**config.mk**
```make
export PLATFORM = sky130hd
export DESIGN_NAME = fpu_arbiter
export DESIGN_NICKNAME = d
export VERILOG_FILES = /design/src/rtl/fpu_arbiter.sv
export SDC_FILE = /design/constraint.sdc
export NUM_CORES = 1
export LEC_CHECK = 0
export CAP_MARGIN = 30
export CORE_MARGIN = 2
export CORE_UTILIZATION = 45
export DETAILED_ROUTE_END_ITERATION = 7
export PLACE_DENSITY_LB_ADDON = 0.15
export RECOVER_POWER = 100
export SYNTH_ARGS = -nofsm -noshare
export SYNTH_HDL_FRONTEND = slang
export SYNTH_SLANG_ARGS = --single-unit
```
**constraint.sdc**
```tcl
create_clock -name clk -period 2.5 [get_ports clk]
set_input_delay 0.625 -clock clk [delete_from_list [all_inputs] [get_ports clk]]
set_output_delay 0.625 -clock clk [all_outputs]
set_load 0.01 [all_outputs]
```
**src/rtl/fpu_arbiter.sv**
```systemverilog
// Round-robin arbiter that shares one serial-load FPU among N_REQ requesters:
// latches the winner's operands, streams four beats, then waits for ready or the watchdog.
module fpu_arbiter #(
  parameter int N_REQ   = 4,
  parameter int TIMEOUT = 1023
) (
  input  logic                clk,
  input  logic                rst,
  input  logic [N_REQ-1:0]    req,
  input  logic [16*N_REQ-1:0] req_a,
  input  logic [16*N_REQ-1:0] req_b,
  input  logic [2*N_REQ-1:0]  req_op,
  output logic [N_REQ-1:0]    grant,
  output logic [N_REQ-1:0]    done,
  output logic                err,
  output logic                timeout,
  output logic                busy,
  output logic [15:0]         fpu_data,
  output logic                fpu_start,
  input  logic                fpu_ready,
  input  logic                fpu_error
);

  localparam int         IW  = (N_REQ > 1) ? $clog2(N_REQ) : 1;
  localparam logic [9:0] TMO = 10'(TIMEOUT);

  typedef enum logic [2:0] {
    S_IDLE    = 3'd0,
    S_SEND    = 3'd1,
    S_WAIT_LO = 3'd2,
    S_WAIT_HI = 3'd3,
    S_DONE    = 3'd4
  } state_t;

  state_t            state_q, state_d;
  logic [2:0]        step_q, step_d;
  logic [9:0]        wd_q, wd_d;
  logic [IW-1:0]     last_q, last_d;
  logic [IW-1:0]     pick_s;
  logic [15:0]       a_q, a_d, b_q, b_d;
  logic [1:0]        op_q, op_d;
  logic              rdy_q, ferr_q;
  logic [N_REQ-1:0]  grant_q, grant_d, done_q, done_d;
  logic              err_q, err_d, tmo_q, tmo_d, busy_q, busy_d;
  logic [15:0]       data_q, data_d;
  logic              start_q, start_d;

  assign grant     = grant_q;
  assign done      = done_q;
  assign err       = err_q;
  assign timeout   = tmo_q;
  assign busy      = busy_q;
  assign fpu_data  = data_q;
  assign fpu_start = start_q;

  // Round-robin search: scanning downward lets the nearest index after last_q win.
  always_comb begin : rr_search
    pick_s = last_q;
    for (int k = N_REQ; k >= 1; k--) begin
      pick_s = req[IW'((int'(last_q) + k) % N_REQ)] ? IW'((int'(last_q) + k) % N_REQ) : pick_s;
    end
  end

  // Next-state logic; outputs are derived from the next state so they register in step with it.
  always_comb begin
    state_d = state_q;
    step_d  = step_q;
    wd_d    = wd_q;
    last_d  = last_q;
    a_d     = a_q;
    b_d     = b_q;
    op_d    = op_q;
    grant_d = grant_q;
    err_d   = err_q;
    tmo_d   = tmo_q;

    case (state_q)
      S_IDLE: begin
        if (|req) begin
          state_d         = S_SEND;
          step_d          = 3'd0;
          last_d          = pick_s;
          a_d             = req_a[16*int'(pick_s) +: 16];
          b_d             = req_b[16*int'(pick_s) +: 16];
          op_d            = req_op[2*int'(pick_s) +: 2];
          grant_d         = '0;
          grant_d[pick_s] = 1'b1;
        end else begin
          grant_d = '0;
        end
      end
      S_SEND: begin
        step_d = step_q + 3'd1;
        if (step_q == 3'd7) begin
          state_d = S_WAIT_LO;
          wd_d    = 10'd0;
        end else begin
          state_d = S_SEND;
        end
      end
      S_WAIT_LO: begin
        wd_d = wd_q + 10'd1;
        if (wd_q == TMO) begin
          state_d = S_DONE;
          err_d   = 1'b1;
          tmo_d   = 1'b1;
        end else if (!rdy_q) begin
          state_d = S_WAIT_HI;
        end else begin
          state_d = S_WAIT_LO;
        end
      end
      S_WAIT_HI: begin
        wd_d = wd_q + 10'd1;
        if (wd_q == TMO) begin
          state_d = S_DONE;
          err_d   = 1'b1;
          tmo_d   = 1'b1;
        end else if (rdy_q) begin
          state_d = S_DONE;
          err_d   = ferr_q;
          tmo_d   = 1'b0;
        end else begin
          state_d = S_WAIT_HI;
        end
      end
      S_DONE: begin
        state_d = S_IDLE;
        grant_d = '0;
      end
      default: begin
        state_d = S_IDLE;
        grant_d = '0;
      end
    endcase

    done_d = (state_d == S_DONE) ? grant_q : '0;
    busy_d = (state_d != S_IDLE);

    if (state_d == S_SEND) begin
      start_d = ~step_d[0];
      case (step_d)
        3'd0:    data_d = a_d;
        3'd2:    data_d = b_d;
        3'd4:    data_d = {14'd0, op_d};
        default: data_d = 16'h0000;
      endcase
    end else begin
      start_d = 1'b0;
      data_d  = 16'h0000;
    end
  end

  // State, latched transaction and registered outputs; FPU pins are registered on entry.
  always_ff @(posedge clk or negedge rst) begin
    if (!rst) begin
      state_q <= S_IDLE;
      step_q  <= 3'd0;
      wd_q    <= 10'd0;
      last_q  <= IW'(N_REQ - 1);
      a_q     <= 16'h0000;
      b_q     <= 16'h0000;
      op_q    <= 2'd0;
      rdy_q   <= 1'b0;
      ferr_q  <= 1'b0;
      grant_q <= '0;
      done_q  <= '0;
      err_q   <= 1'b0;
      tmo_q   <= 1'b0;
      busy_q  <= 1'b0;
      data_q  <= 16'h0000;
      start_q <= 1'b0;
    end else begin
      state_q <= state_d;
      step_q  <= step_d;
      wd_q    <= wd_d;
      last_q  <= last_d;
      a_q     <= a_d;
      b_q     <= b_d;
      op_q    <= op_d;
      rdy_q   <= fpu_ready;
      ferr_q  <= fpu_error;
      grant_q <= grant_d;
      done_q  <= done_d;
      err_q   <= err_d;
      tmo_q   <= tmo_d;
      busy_q  <= busy_d;
      data_q  <= data_d;
      start_q <= start_d;
    end
  end

endmodule
```
==> summary.json <==
{
  "grt_first_pass_wirelength_um": 24000,
  "synth.area.mux_share": 0.0550,
  "fmax_ghz": 0.410,
  "path_max_fanout": 4,
  "core_area_sq_um": 9860,
  "slew_viol_final": 0,
  "synthCells": 468,
  "ys.warnings.count": 0,
  "num_antenna_cells": 0,
  "postSynth.asyncResetShare": 1.00,
  "total_gr_overflow": 0,
  "power_switching_w": 0.00314,
  "clock_sink_count": 82,
  "drtPass1Iterations": 5,
  "rr_endpoint": "b_q[1]",
  "setup_viol": 0,
  "p_leak_nw": 3.15,
  "fp-row-count": 36,
  "p_sw_frac": 0.407,
  "netlist_area_sq_um": 4620,
  "ctsRootBufferMaster": "clkbuf_8",
  "power_frac_seq": 0.271,
  "routed_wl_um": 14900,
  "worstHoldPathType": "in2async",
  "max_slew.worst_pin.slew_ns": 1.13,
  "avgViaCountPerCell": 5.63,
  "worst_clock_skew_ns": 0.0162,
  "regToRegStartpoint": "last_q[1]",
  "vias": 4593,
  "fin_setup_tns_ns": 0,
  "cts_htree_levels": 3,
  "pwr-share-comb": 0.585,
  "pre_cts_slack_ns": -0.480,
  "synthesis.area_per_instance_sq_um": 9.87,
  "buffer_ports.inserted": 171,
  "power.share.clock": 0.144,
  "drv_cap": 0,
  "cts.reportedPaths.clkPinSlew_ns": 0.09,
  "drtAntennaViolNets": 0,
  "synth_enable_flop_cells": 0,
  "stdcell_count": 816,
  "cp.arrival_ns": 2.68,
  "hold_slack_ns": 0.473,
  "place_congestion": 0.925,
  "outcome": "finished, final reports clean",
  "cts-buffers-inserted": 9,
  "post_drt_wl_per_cell_um": 18.2,
  "dominantRegCellSynth": "dfrtp_1",
  "hold_violations": 0,
  "finalCritPeriodShare": 0.975,
  "post-dp-hpwl_um": 11300,
  "tritoncts": "done",
  "timing.slew.headroom": 0.248,
  "internal-power_w": 0.00459,
  "min_period_ns": 2.44,
  "drt-initial-drc-count": 312,
  "place.detailed.instances": 800,
  "synth_top_family_by_area": "compound AO/OA/AOI/OAI gates",
  "synth_compound_area_frac": 0.238,
  "worstSetupStartpointType": "primary input",
  "route.detailed.drc": 0,
  "grt_util_all_layers": 0.274,
  "synth_xor_xnor_area_share": 0.0133,
  "grt_setup_unrepaired": "yes",
  "maximum_number_of_pins_on_one_net_before_global_route_repair": 45,
  "cts_buffer_depth": 2,
  "synth_fp_nets": 615,
  "clock_insertion_delay_worst_skew_ns": 0.36,
  "die-area_sq_um": 11100,
  "endpoint_kind_of_the_worst_setup_timing_path": "flip-flop",
  "finish.net_count": 825,
  "worst_ir_drop_vdd_v": 0.000560,
  "simple_gate_fraction_of_synth_area": 0.185,
  "yosys.area_share.adder": 0.00813,
  "yosysSeqAreaShare": 0.445,
  "powerDensity_nw_per_um2": 1080,
  "final_critical_path_setup_slack_ns": 0.0618,
  "die_h_um": 105,
  "postCtsSetupBuffers": 0,
  "syn_to_final_growth_pct": 54.6,
  "effective_utilization_at_floorplan": 0.468,
  "die_width_um": 105,
  "timing.reg2reg.worst_path_depth": 7,
  "postSynthRegisterBits": 82,
  "r2r_slack_ns": 0.12,
  "final_layout_size_suffix_gt1_frac": 0.184,
  "report.power.total_w": 0.00773,
  "floorplan.io_pins": 172,
  "setup.worst_path.class": "in2reg",
  "timing.critical_path.required_ns": 2.74,
  "ys_types": 67,
  "vias_in_the_first_global_route": 4895,
  "number_of_antenna_violations_at_the_first_check_in_global_routing": 0
}
## stage by stage
| stage | util | area (sq um) |
|---|---|---|
| after global routing | 0.724 | 7140 |
| after floorplan | - | 4620 |
| final | 0.724 | 7140 |
| after CTS | 0.721 | 7110 |
| after global placement | 0.696 | 6870 |
| after detailed placement | 0.696 | 6870 |
## synth_stat cells (all sizes together), types with 9 or more instances
cell / count / area share
a21oi: 18 / 0.022
a221oi: 11 / 0.021
and2: 10 / 0.014
and3: 12 / 0.016
buf: 22 / 0.035
clkbuf: 10 / 0.0081
dfrtp: 80 / 0.43
inv: 16 / 0.013
mux2: 11 / 0.027
mux2i: 13 / 0.028
nand2: 36 / 0.033
nand2b: 11 / 0.015
nand3: 22 / 0.024
nor2: 49 / 0.040
o21a: 9 / 0.015
o21ai: 27 / 0.030
o22ai: 14 / 0.019
o31a: 10 / 0.019
o32ai: 14 / 0.043
## registers in the layout, indices dropped and copies added (netlist names)
register / cells
a_q: 16
b_q: 16
fpu_data: 16
wd_q: 10
done: 4
grant: 4
state_q: 3
step_q: 3
last_q: 2
op_q: 2
busy: 1
err: 1
ferr_q: 1
fpu_start: 1
rdy_q: 1
timeout: 1
## per-layer routing
layer	vias up	part of all wire	GRT usage
met1	2257	0.38	0.328
met5	-	0	0
met3	24	0.062	0.0458
met2	166	0.53	0.503
met4	0	0.020	0.0800
li1	2146	-	-
## cell families after synthesis
family | Yosys count
AO/OA/AOI/OAI | 139
XOR/XNOR | 7
adder cells (fa/ha/maj) | 3
buffers and inverters | 48
flip-flops | 82
multiplexers | 24
AND/OR/NAND/NOR | 165
## cell type report
class / instances / area [sq um]
sequential: 82 / 2050
timing repair buffer: 231 / 2260
inverter: 16 / 60.1
fill: 701 / 2720
tap: 133 / 166
multi-input combinational: 338 / 2370
clock buffer: 9 / 124
clock inverter: 7 / 106
## how the worst max path moves through the flow
stage | startpoint | endpoint | slack (ns) | depth (start not counted)
floorplan | req[2] | fpu_data[1] | 0.19 | 8
global placement | req[0] | fpu_data[5] | -0.47 | 9
detailed placement | req[0] | fpu_data[5] | -0.48 | 9
CTS | req[0] | fpu_data[2] | 0.01 | 9
global route | req[1] | fpu_data[15] | -0.002 | 10
finish | req[1] | b_q[1] | 0.06 | 9
## cells in the final DEF (no fill, tap or decap), types with 8 or more instances in the layout
cell type,Yosys,layout
o21a_1,9,9
o21ai_0,24,23
buf_12,0,8
clkbuf_8,0,9
nand2b_1,11,11
a221oi_1,11,11
clkdlybuf4s50_1,0,139
and3_1,12,12
nand3_1,22,22
nor2_1,48,47
buf_4,4,48
mux2i_1,13,12
inv_1,16,16
dlygate4sd3_1,0,30
o31a_1,10,10
dfrtp_1,80,80
mux2_2,11,11
nand2_1,34,34
o32ai_2,10,10
o22ai_1,14,13
a21oi_1,17,16
## what timing repair did
| action | 4_1_cts | 5_1_grt |
|---|---|---|
| endpoints found under the setup margin | 5 | 24 |
| hold buffers | 0 | 0 |
| cloned | 0 | 0 |
| resized for setup | 2 | 12 |
## power by group through the flow
stage	clock (W)	combinational [W]	sequential, W
floorplan	0	0.00280	0.00206
global placement	0	0.00436	0.00210
detailed placement	0	0.00449	0.00211
CTS	0.00113	0.00452	0.00209
global route	0.00117	0.00490	0.00215
finish	0.00112	0.00452	0.00210
## critical path, stage by stage
cell             delay (ns)
clkdlybuf4s50_1        0.46
buf_4                  0.17
mux2i_2                0.17
o22ai_1                0.15
nor2_2                 0.17
buf_4                  0.19
mux2_2                 0.33
a221oi_1               0.30
a21oi_1                0.11
Note: power is estimated with default switching activity, not from simulation.
